`src/rtl/mire_gen.sv`:
```
// mire_gen: test-pattern pixel source feeding the VGA output stage.
// Emits a raster-ordered RGB888 stream (valid/ready) with start-of-frame
// and end-of-line markers. Patterns: 0 grid, 1 colour bars, 2 gradient,
// 3 checkerboard. en / pattern_sel only take effect at frame boundaries.
// Optional macro MIRE_SCROLL_EN: horizontal scroll by one pixel per frame.
module mire_gen #(
  parameter int HDISP = 640,
  parameter int VDISP = 480,
  parameter int GRID  = 16
) (
  input  logic        CLK,
  input  logic        NRST,
  input  logic        en,
  input  logic [1:0]  pattern_sel,
  input  logic        px_ready,
  output logic        px_valid,
  output logic [23:0] px_data,
  output logic        px_sof,
  output logic        px_eol
);
  localparam int            XW    = $clog2(HDISP);
  localparam int            YW    = $clog2(VDISP);
  localparam int            BARW  = HDISP / 8;
  localparam int            BW    = (BARW > 1) ? $clog2(BARW) : 1;
  localparam logic [XW-1:0] XMAX  = XW'(HDISP - 1);
  localparam logic [YW-1:0] YMAX  = YW'(VDISP - 1);
  localparam logic [BW-1:0] BMAX  = BW'(BARW - 1);
  localparam logic [31:0]   GMASK = 32'(GRID - 1);

  typedef enum logic [1:0] {S_IDLE, S_STREAM, S_PAUSE} state_t;

  state_t        r_state;
  logic [XW-1:0] r_x;      // raw column, drives eol/sof
  logic [YW-1:0] r_y;
  logic [XW-1:0] r_xp;     // pattern column (x plus scroll offset)
  logic [2:0]    r_bar;    // colour-bar index for r_xp
  logic [BW-1:0] r_bcnt;   // position inside the current bar
  logic [1:0]    r_pat;
  logic          r_valid;
  logic [23:0]   r_data;
  logic          r_sof;
  logic          r_eol;

  logic          w_xfer;
  logic          w_fend;
  logic [XW-1:0] w_off,      w_noff,      w_so_xp;
  logic [2:0]    w_off_bar,  w_noff_bar,  w_so_bar;
  logic [BW-1:0] w_off_bcnt, w_noff_bcnt, w_so_bcnt;
  logic [XW-1:0] w_nx, w_nxp;
  logic [YW-1:0] w_ny;
  logic [2:0]    w_nbar;
  logic [BW-1:0] w_nbcnt;
  logic [1:0]    w_npat;
  logic [23:0]   w_pix;
  logic          w_nsof;
  logic          w_neol;

  assign w_xfer = (r_state == S_STREAM) && px_ready;
  assign w_fend = w_xfer && (r_x == XMAX) && (r_y == YMAX);

`ifdef MIRE_SCROLL_EN
  logic [XW-1:0] r_off;
  logic [2:0]    r_off_bar;
  logic [BW-1:0] r_off_bcnt;

  // Offset steps one pixel per frame boundary, carrying its bar position
  always_ff @(posedge CLK or negedge NRST) begin
    if (!NRST) begin
      r_off      <= '0;
      r_off_bar  <= '0;
      r_off_bcnt <= '0;
    end else if (w_fend) begin
      r_off      <= w_noff;
      r_off_bar  <= w_noff_bar;
      r_off_bcnt <= w_noff_bcnt;
    end
  end

  assign w_off       = r_off;
  assign w_off_bar   = r_off_bar;
  assign w_off_bcnt  = r_off_bcnt;
  assign w_noff      = (r_off == XMAX) ? '0 : r_off + 1'b1;
  assign w_noff_bcnt = (r_off_bcnt == BMAX) ? '0 : r_off_bcnt + 1'b1;
  assign w_noff_bar  = (r_off_bcnt == BMAX) ? r_off_bar + 3'd1 : r_off_bar;
`else
  assign w_off       = '0;
  assign w_off_bar   = '0;
  assign w_off_bcnt  = '0;
  assign w_noff      = '0;
  assign w_noff_bar  = '0;
  assign w_noff_bcnt = '0;
`endif

  // A line start after the last pixel of a frame uses next frame's offset
  assign w_so_xp   = w_fend ? w_noff      : w_off;
  assign w_so_bar  = w_fend ? w_noff_bar  : w_off_bar;
  assign w_so_bcnt = w_fend ? w_noff_bcnt : w_off_bcnt;

  function automatic logic [23:0] f_pix(input logic [1:0]    pat,
                                        input logic [XW-1:0] xp,
                                        input logic [YW-1:0] y,
                                        input logic [2:0]    bar);
    logic [31:0] xe;
    logic [31:0] ye;
    logic [23:0] c;
    xe = 32'(xp);
    ye = 32'(y);
    c  = '0;
    case (pat)
      2'd0: c = (((xe & GMASK) == 0) || ((ye & GMASK) == 0)) ? 24'hFFFFFF : 24'h000000;
      2'd1: begin
        case (bar)
          3'd0: c = 24'hFFFFFF;
          3'd1: c = 24'hFFFF00;
          3'd2: c = 24'h00FFFF;
          3'd3: c = 24'h00FF00;
          3'd4: c = 24'hFF00FF;
          3'd5: c = 24'hFF0000;
          3'd6: c = 24'h0000FF;
          default: c = 24'h000000;
        endcase
      end
      2'd2: c = {xe[7:0], xe[7:0], xe[7:0]};
      default: c = (xe[5] ^ ye[5]) ? 24'hFFFFFF : 24'h000000;
    endcase
    return c;
  endfunction

  // Coordinates, bar position and pattern of the pixel to present next
  always_comb begin
    w_nx    = r_x;
    w_ny    = r_y;
    w_nxp   = r_xp;
    w_nbar  = r_bar;
    w_nbcnt = r_bcnt;
    w_npat  = r_pat;
    case (r_state)
      S_IDLE, S_PAUSE: begin
        w_nx    = '0;
        w_ny    = '0;
        w_nxp   = w_off;
        w_nbar  = w_off_bar;
        w_nbcnt = w_off_bcnt;
        w_npat  = pattern_sel;
      end
      S_STREAM: begin
        if (w_xfer) begin
          if (r_x == XMAX) begin
            w_nx    = '0;
            w_ny    = (r_y == YMAX) ? '0 : r_y + 1'b1;
            w_nxp   = w_so_xp;
            w_nbar  = w_so_bar;
            w_nbcnt = w_so_bcnt;
            if (w_fend) w_npat = pattern_sel;
          end else begin
            w_nx  = r_x + 1'b1;
            w_nxp = (r_xp == XMAX) ? '0 : r_xp + 1'b1;
            if (r_bcnt == BMAX) begin
              w_nbcnt = '0;
              w_nbar  = r_bar + 3'd1;
            end else begin
              w_nbcnt = r_bcnt + 1'b1;
            end
          end
        end
      end
      default: ;
    endcase
    w_pix  = f_pix(w_npat, w_nxp, w_ny, w_nbar);
    w_nsof = (w_nx == '0) && (w_ny == '0);
    w_neol = (w_nx == XMAX);
  end

  // Control FSM with registered pixel outputs
  always_ff @(posedge CLK or negedge NRST) begin
    if (!NRST) begin
      r_state <= S_IDLE;
      r_x     <= '0;
      r_y     <= '0;
      r_xp    <= '0;
      r_bar   <= '0;
      r_bcnt  <= '0;
      r_pat   <= '0;
      r_valid <= 1'b0;
      r_data  <= '0;
      r_sof   <= 1'b0;
      r_eol   <= 1'b0;
    end else begin
      r_x    <= w_nx;
      r_y    <= w_ny;
      r_xp   <= w_nxp;
      r_bar  <= w_nbar;
      r_bcnt <= w_nbcnt;
      r_pat  <= w_npat;
      case (r_state)
        S_IDLE, S_PAUSE: begin
          if (en) begin
            r_state <= S_STREAM;
            r_valid <= 1'b1;
            r_data  <= w_pix;
            r_sof   <= w_nsof;
            r_eol   <= w_neol;
          end else begin
            r_state <= S_PAUSE;
          end
        end
        S_STREAM: begin
          if (w_xfer) begin
            if (w_fend && !en) begin
              r_state <= S_PAUSE;
              r_valid <= 1'b0;
              r_sof   <= 1'b0;
              r_eol   <= 1'b0;
            end else begin
              r_data <= w_pix;
              r_sof  <= w_nsof;
              r_eol  <= w_neol;
            end
          end
        end
        default: r_state <= S_IDLE;
      endcase
    end
  end

  assign px_valid = r_valid;
  assign px_data  = r_data;
  assign px_sof   = r_sof;
  assign px_eol   = r_eol;

endmodule

```
`config.mk`:
```
export PLATFORM = sky130hd
export DESIGN_NAME = mire_gen
export DESIGN_NICKNAME = d
export VERILOG_FILES = /design/src/rtl/mire_gen.sv
export SDC_FILE = /design/constraint.sdc
export NUM_CORES = 1
export LEC_CHECK = 0
export CORE_AREA = 3 3 118 120
export DETAILED_ROUTE_END_ITERATION = 8
export DIE_AREA = 0 0 121 123
export PLACE_DENSITY = 0.41
export SYNTH_ARGS = -nofsm -noshare
export SYNTH_HDL_FRONTEND = slang
export SYNTH_SLANG_ARGS = --single-unit
```
`constraint.sdc`:
```
create_clock -name CLK -period 7.7 [get_ports CLK]
set_clock_uncertainty 0.05 [all_clocks]
set_input_delay 1.155 -clock CLK [delete_from_list [all_inputs] [get_ports CLK]]
set_output_delay 1.155 -clock CLK [all_outputs]
set_load 0.03 [all_outputs]
```
==> results_dict.tcl, run 1 <==
set metrics [dict create \
    r2r-start "r_state[0]" \
    place_inst 597 \
    yosysWarnings 0 \
    cp-end-kind "flop" \
    synth_top_family_by_area "simple AND/OR/NAND/NOR gates" \
    critPathLaunch "px_ready" \
    die_w_um 121 \
    seq_power_share_pct 44.5 \
    rr_endpoint "px_data[15]" \
    crit_family "compound AO/OA/AOI/OAI gates" \
    timing.hold.ws_ns 0.445 \
    ctsRootBufferMaster "clkbuf_16" \
    cp_max_fo 24 \
    startpoint_type "input pin" \
    synth_compound_area_share_pct 18.1 \
    io_pins 33 \
    rows 42 \
    via_count 3264 \
    post-route-period-util_pct 58.3 \
    clockBufferDepth 2 \
    outcome "finished clean" \
    grt_pass1_vias 3031 \
    hp-class "reg -> reg" \
    synth-seq-cells 70 \
    synthXorXnorAreaFrac_pct 3.03 \
    yosysMostFrequentCell "dfrtp_1" \
    critPathArrivalTime_ns 4.60 \
    overflow 0 \
    switching_power_uw 351 \
    internal-power_uw 705 \
    synth_top_flop_cell "dfrtp_1" \
    postCtsSetupRepairBufs 0 \
    synth.distinct_cells 67 \
    hold_path.startpoint "r_bar[2]" \
    crit_type "in -> reg" \
    first_pass_iters 5 \
    hold_viol 0 \
    rrSetupSlack_ns 3.78 \
    combPwrFrac_pct 18.9 \
    min_period_ns 4.49 \
    place_congestion 0.797 \
    synth-adder-area-share_pct 1.67 \
    initial_core_util_pct 28.7 \
    drive_gt1_share_pct 7.32 \
    synth.net_count 414 \
    irDropWorstVdd_v 0.000134 \
    r2r_cells 7 \
    cts_resized 0 \
    clkPwrFrac_pct 36.6 \
    fmax_mhz 223 \
    clock_sinks 70 \
    wl_per_cell_um 18.0 \
    synth.avg_cell_area_um2 9.31 \
    dpl.hpwl_um 7690 \
    yosys-top-cells-area "dfrtp_1 (47%), nand2_1 (6.0%), a31oi_1 (4.7%), nor2_1 (4.2%), o21ai_0 (3.1%)" \
    tritoncts "built" \
    synth-simple-area-share_pct 26.4 \
    setup_tns_ns 0 \
    synthArstFlopShare_pct 100 \
    design_area_um2 4480 \
    relSlewSlack_pct 15.7 \
    dieHeight_um 123 \
    core_area_um2 13100 \
    synth_top_area_share_pct 46.7 \
    nNetsFinal 443 \
    fill_cells 1322 \
    dieArea_um2 14900 \
    h-tree-depth 3 \
    worst_slew_pin_slew_ns 1.26 \
    holdPathEnd "r_bar[2]" \
    fin_cells 613 \
    power.density_nw_per_um2 236 \
    drt-total-wl_um 11000 \
    swShare_pct 33.3 \
    cp_data_required_time_ns 7.80 \
    synth.largest_area_cell "dfrtp_1" \
    route.detailed.drc 0 \
    antenna_found_initial 0 \
    ant_nets 0 \
    grt_max_degree 71 \
    viasPerCell 5.32 \
    synth_edf_count 0 \
    drtIter0Drc 238 \
    critical_path.cell_chain "clkdlybuf4s50_1, and3b_1, nand4_4, or4_4, o31ai_4, xor2_1, a32oi_2, a31oi_1" \
    track_usage_pct 15.3 \
    area_growth_pct 19.4 \
    clk_pin_slew_ns 0.06 \
    min_path_cells 1 \
    slew_viol_final 0 \
    critPathBufInv 1 \
    ys_seq_area_share_pct 46.7 \
    clk_latency_ns 0.34 \
    synth_area_um2 3750 \
    cts_hold_buf 0 \
    io_buffers 32 \
    max_cap_viol_count 0 \
    p_leak_uw 0.00176 \
    diodes 0 \
    netlist_instances 403 \
    setup_viol 0 \
    placed_area_um2 4200 \
    cts_made_buffers 9 \
    worst_path_largest_cell_delay_ns 1.00 \
    grt_pass1_wl_um 17400 \
    yosys-top-cells-count "dfrtp_1 (70), nand2_1 (60), nor2_1 (42), a31oi_1 (28), o21ai_0 (23)" \
    cpMaxStageDelayCell "a32oi_2" \
    synthMuxAreaShare_pct 0.800 \
    rsz0062_at_grt "no" \
]
kinds of logic after synthesis:
kind of cell,count (synthesis)
simple gates,190
compound gates,98
flops,70
buf+inv,24
xor+xnor,13
fa+ha+maj,5
mux,3
how the worst max path moves through the flow:
stage	endpoint	slack (ns)	cells after the start
2_1_floorplan	px_data[0]	4.38	10
4_1_cts	px_data[15]	3.23	8
3_3_place_gp	px_data[19]	2.99	8
6_report	px_data[15]	3.21	8
5_1_grt	px_data[2]	2.99	8
3_5_place_dp	px_data[1]	2.87	8
metal layers:
layer	vias up	GRT usage (%)	wire, um
met1	1612	22.6	5420
met4	0	5.38	171
met2	99	22.3	4850
met3	12	3.20	587
met5	-	0	0
li1	1541	-	-
state kept, by name, indices dropped and copies added, names as in the netlist, 2 cells and up:
name and flops:
r_pat 2, r_bar 3, r_x 10, r_bcnt 7
r_y 9, r_xp 10, r_state 2, px_data 24
final cells by class:
| cell class | instances | area [um^2] | share of cell area, % |
|---|---|---|---|
| well taps | 176 | 220 | 4.92 |
| flip-flops and latches | 70 | 1750 | 39.1 |
| repair buffers | 32 | 318 | 7.09 |
| inverters | 10 | 37.5 | 0.838 |
| clock inverters | 6 | 46.3 | 1.03 |
| clock buffers | 10 | 229 | 5.11 |
| multi-input cells | 309 | 1880 | 41.9 |
worst reg2reg max path, stage by stage, from the launching register on:
cell and delay [ns]:
dfrtp_1 0.84, and3b_1 0.49, nand4_4 0.20, or4_4 0.56
o31ai_4 0.26, xor2_1 0.12, a32oi_2 1.00, a31oi_1 0.20
per-stage QoR:
stage	total power (uW)	utilization, %	worst slack, ns
final	1060	34.2	3.21
after detailed placement	674	32.1	2.87
after CTS	1070	34.2	3.23
after global routing	1110	34.2	2.99
after global placement	680	32.1	2.99
after floorplan	607	-	4.38
power by group through the flow:
stage               sequential, uW  combinational (uW)  clock [uW]
floorplan                      467                 140           0
global placement               476                 204           0
detailed placement             475                 199           0
CTS                            468                 201         398
global route                   477                 224         412
finish                         470                 200         386
layout by cell type, fill, tap and decap left out, types with 6 or more instances in the layout:
| cell | count |
|---|---|
| dfrtp_1 | 70 |
| nand2_1 | 60 |
| nor2_1 | 42 |
| clkdlybuf4s50_1 | 31 |
| a31oi_1 | 28 |
| o21ai_0 | 23 |
| nand3_1 | 20 |
| a21oi_1 | 11 |
| nor3_1 | 9 |
| and3_1 | 9 |
| clkbuf_16 | 9 |
| inv_1 | 8 |
| xor2_1 | 8 |
| nand4_1 | 7 |
| nor2b_1 | 6 |
| nand2b_1 | 6 |
Note: power is estimated with default switching activity, not from simulation.
==> run 2, diff against run 1 <==
- PLACE_DENSITY: 0.41 -> 0.43
- clock period: 7.7 -> 4 ns (I/O delays scaled with it)
==> run 2 against run 1 <==
Effect of this change: critical endpoint is now px_data[23]; design area increased by 3.1%; final cell count increased by 1.8%; routed wire length increased by 0.90%; die area unchanged; largest power group unchanged; combinational power increased by 95%; first-iteration DRC count increased by 27%; flip-flop and latch count unchanged; setup slack got worse by 2.4 ns; total power increased by 110%.
==> results_dict.tcl, run 2 (same netlist as run 1, synthesis figures left out) <==
set metrics [dict create \
    outcome "finished clean" \
    busiest_layer "met2" \
    p_leak_uw 0.00184 \
    wl_per_cell_um 17.8 \
    cp_max_fo 8 \
    cp_data_required_time_ns 4.20 \
    dieHeight_um 123 \
    critPathArrivalTime_ns 3.44 \
    cpMaxStageDelayCell "o31ai_2" \
    antenna_found_initial 0 \
    relSlewSlack_pct 38.3 \
    ant_nets 0 \
    power.density_nw_per_um2 474 \
    grt_util_met1_pct 21.8 \
    worst_slew_pin_slew_ns 0.926 \
    setup_ws_ns 0.761 \
    cts_hold_buf 0 \
    max_cap_viol_count 0 \
    critPathBufInv 1 \
    met2_usage_pct 24.2 \
    setup_viol 0 \
    grt.met3_usage_pct 4.03 \
    timing.hold.ws_ns 0.340 \
    worst_path_largest_cell_delay_ns 0.60 \
    io_buffers 32 \
    dieArea_um2 14900 \
    critical_path.cell_chain "clkdlybuf4s50_1, nand3b_1, nor4_4, a21oi_1, o31ai_2, nand2_1, a31oi_1" \
    dpl.hpwl_um 8040 \
    slew_viol_final 0 \
    core_area_um2 13100 \
    drtIter0Drc 303 \
    setup_tns_ns 0 \
    final_common_cell "dfrtp_1" \
    rsz0062_at_grt "no" \
    die_w_um 121 \
    clk_latency_ns 0.34 \
    rows 42 \
    viasPerCell 5.21 \
    via_count 3252 \
    tritoncts "built" \
    hp-class "in -> async" \
    grt_pass1_vias 3233 \
    irDropWorstVdd_v 0.000252 \
    first_pass_iters 4 \
    startpoint_type "input pin" \
    h-tree-depth 3 \
    postCtsSetupRepairBufs 0 \
    place_ws_ns 0.428 \
    nNetsFinal 454 \
    min_period_ns 3.24 \
    place_congestion 0.829 \
    fill_cells 1341 \
    initial_core_util_pct 28.7 \
    crit_type "in -> reg" \
    clock_sinks 70 \
    drive_gt1_share_pct 9.82 \
    grt_pass1_wl_um 18000 \
    cts_resized 0 \
    area_growth_pct 23.1 \
    crit_family "simple AND/OR/NAND/NOR gates" \
    cp-end-kind "flop" \
    fmax_mhz 309 \
    post-route-period-util_pct 81.0 \
    overflow 0 \
    track_usage_pct 15.8 \
    grt_max_degree 71 \
    hold_viol 0 \
    largest_register_ffs 24 \
    diodes 0 \
    layout_common_cells "dfrtp_1 (70), nand2_1 (60), nor2_1 (42)" \
    cts_made_buffers 9 \
    drt-total-wl_um 11100 \
    ctsRootBufferMaster "clkbuf_16" \
    route.detailed.drc 0 \
    fin_util_pct 35.3 \
    clk_pin_slew_ns 0.06 \
    io_pins 33 \
    clockBufferDepth 2 \
]
==> run 2: stage by stage <==
step / instance area, um^2 / total power (uW) / cells
floorplan: 3750 / 1170 / 403
global placement: 4290 / 1310 / 608
detailed placement: 4290 / 1310 / 608
CTS: 4620 / 2210 / 624
global route: 4620 / 2310 / 624
finish: 4620 / 2190 / 624
==> run 2: where the power goes <==
group          leakage (uW)  switching [uW]  internal, uW  total, uW
registers          0.000806             115           787        902
logic              0.000876             238           153        390
clock network      0.000156             331           567        898
==> run 2: path summary, 6_finish.rpt <==
check	slack, ns	depth (start not counted)	to	startpoint
max in group asynchronous	2.95	1	px_data[16]	NRST
min reg2reg	0.44	1	r_xp[9]	r_xp[9]
min in group CLK	0.44	1	r_xp[9]	r_xp[9]
max reg2reg	0.82	6	px_data[23]	r_state[0]
max	0.76	7	px_data[23]	px_ready
min	0.34	1	r_bcnt[3]	NRST
==> run 2: routing by layer <==
metal	wire (um)	up-vias
met2	5280	76
met5	0	-
met1	5190	1608
li1	-	1556
met4	207	0
met3	452	12
==> run 2: cell type report <==
type | count | area, um^2 | area share (%)
inverters | 10 | 37.5 | 0.813
repair buffers | 43 | 400 | 8.67
multi-input cells | 309 | 1880 | 40.6
well taps | 176 | 220 | 4.77
clock buffers | 10 | 239 | 5.17
clock inverters | 6 | 92.6 | 2.00
flip-flops and latches | 70 | 1750 | 37.9
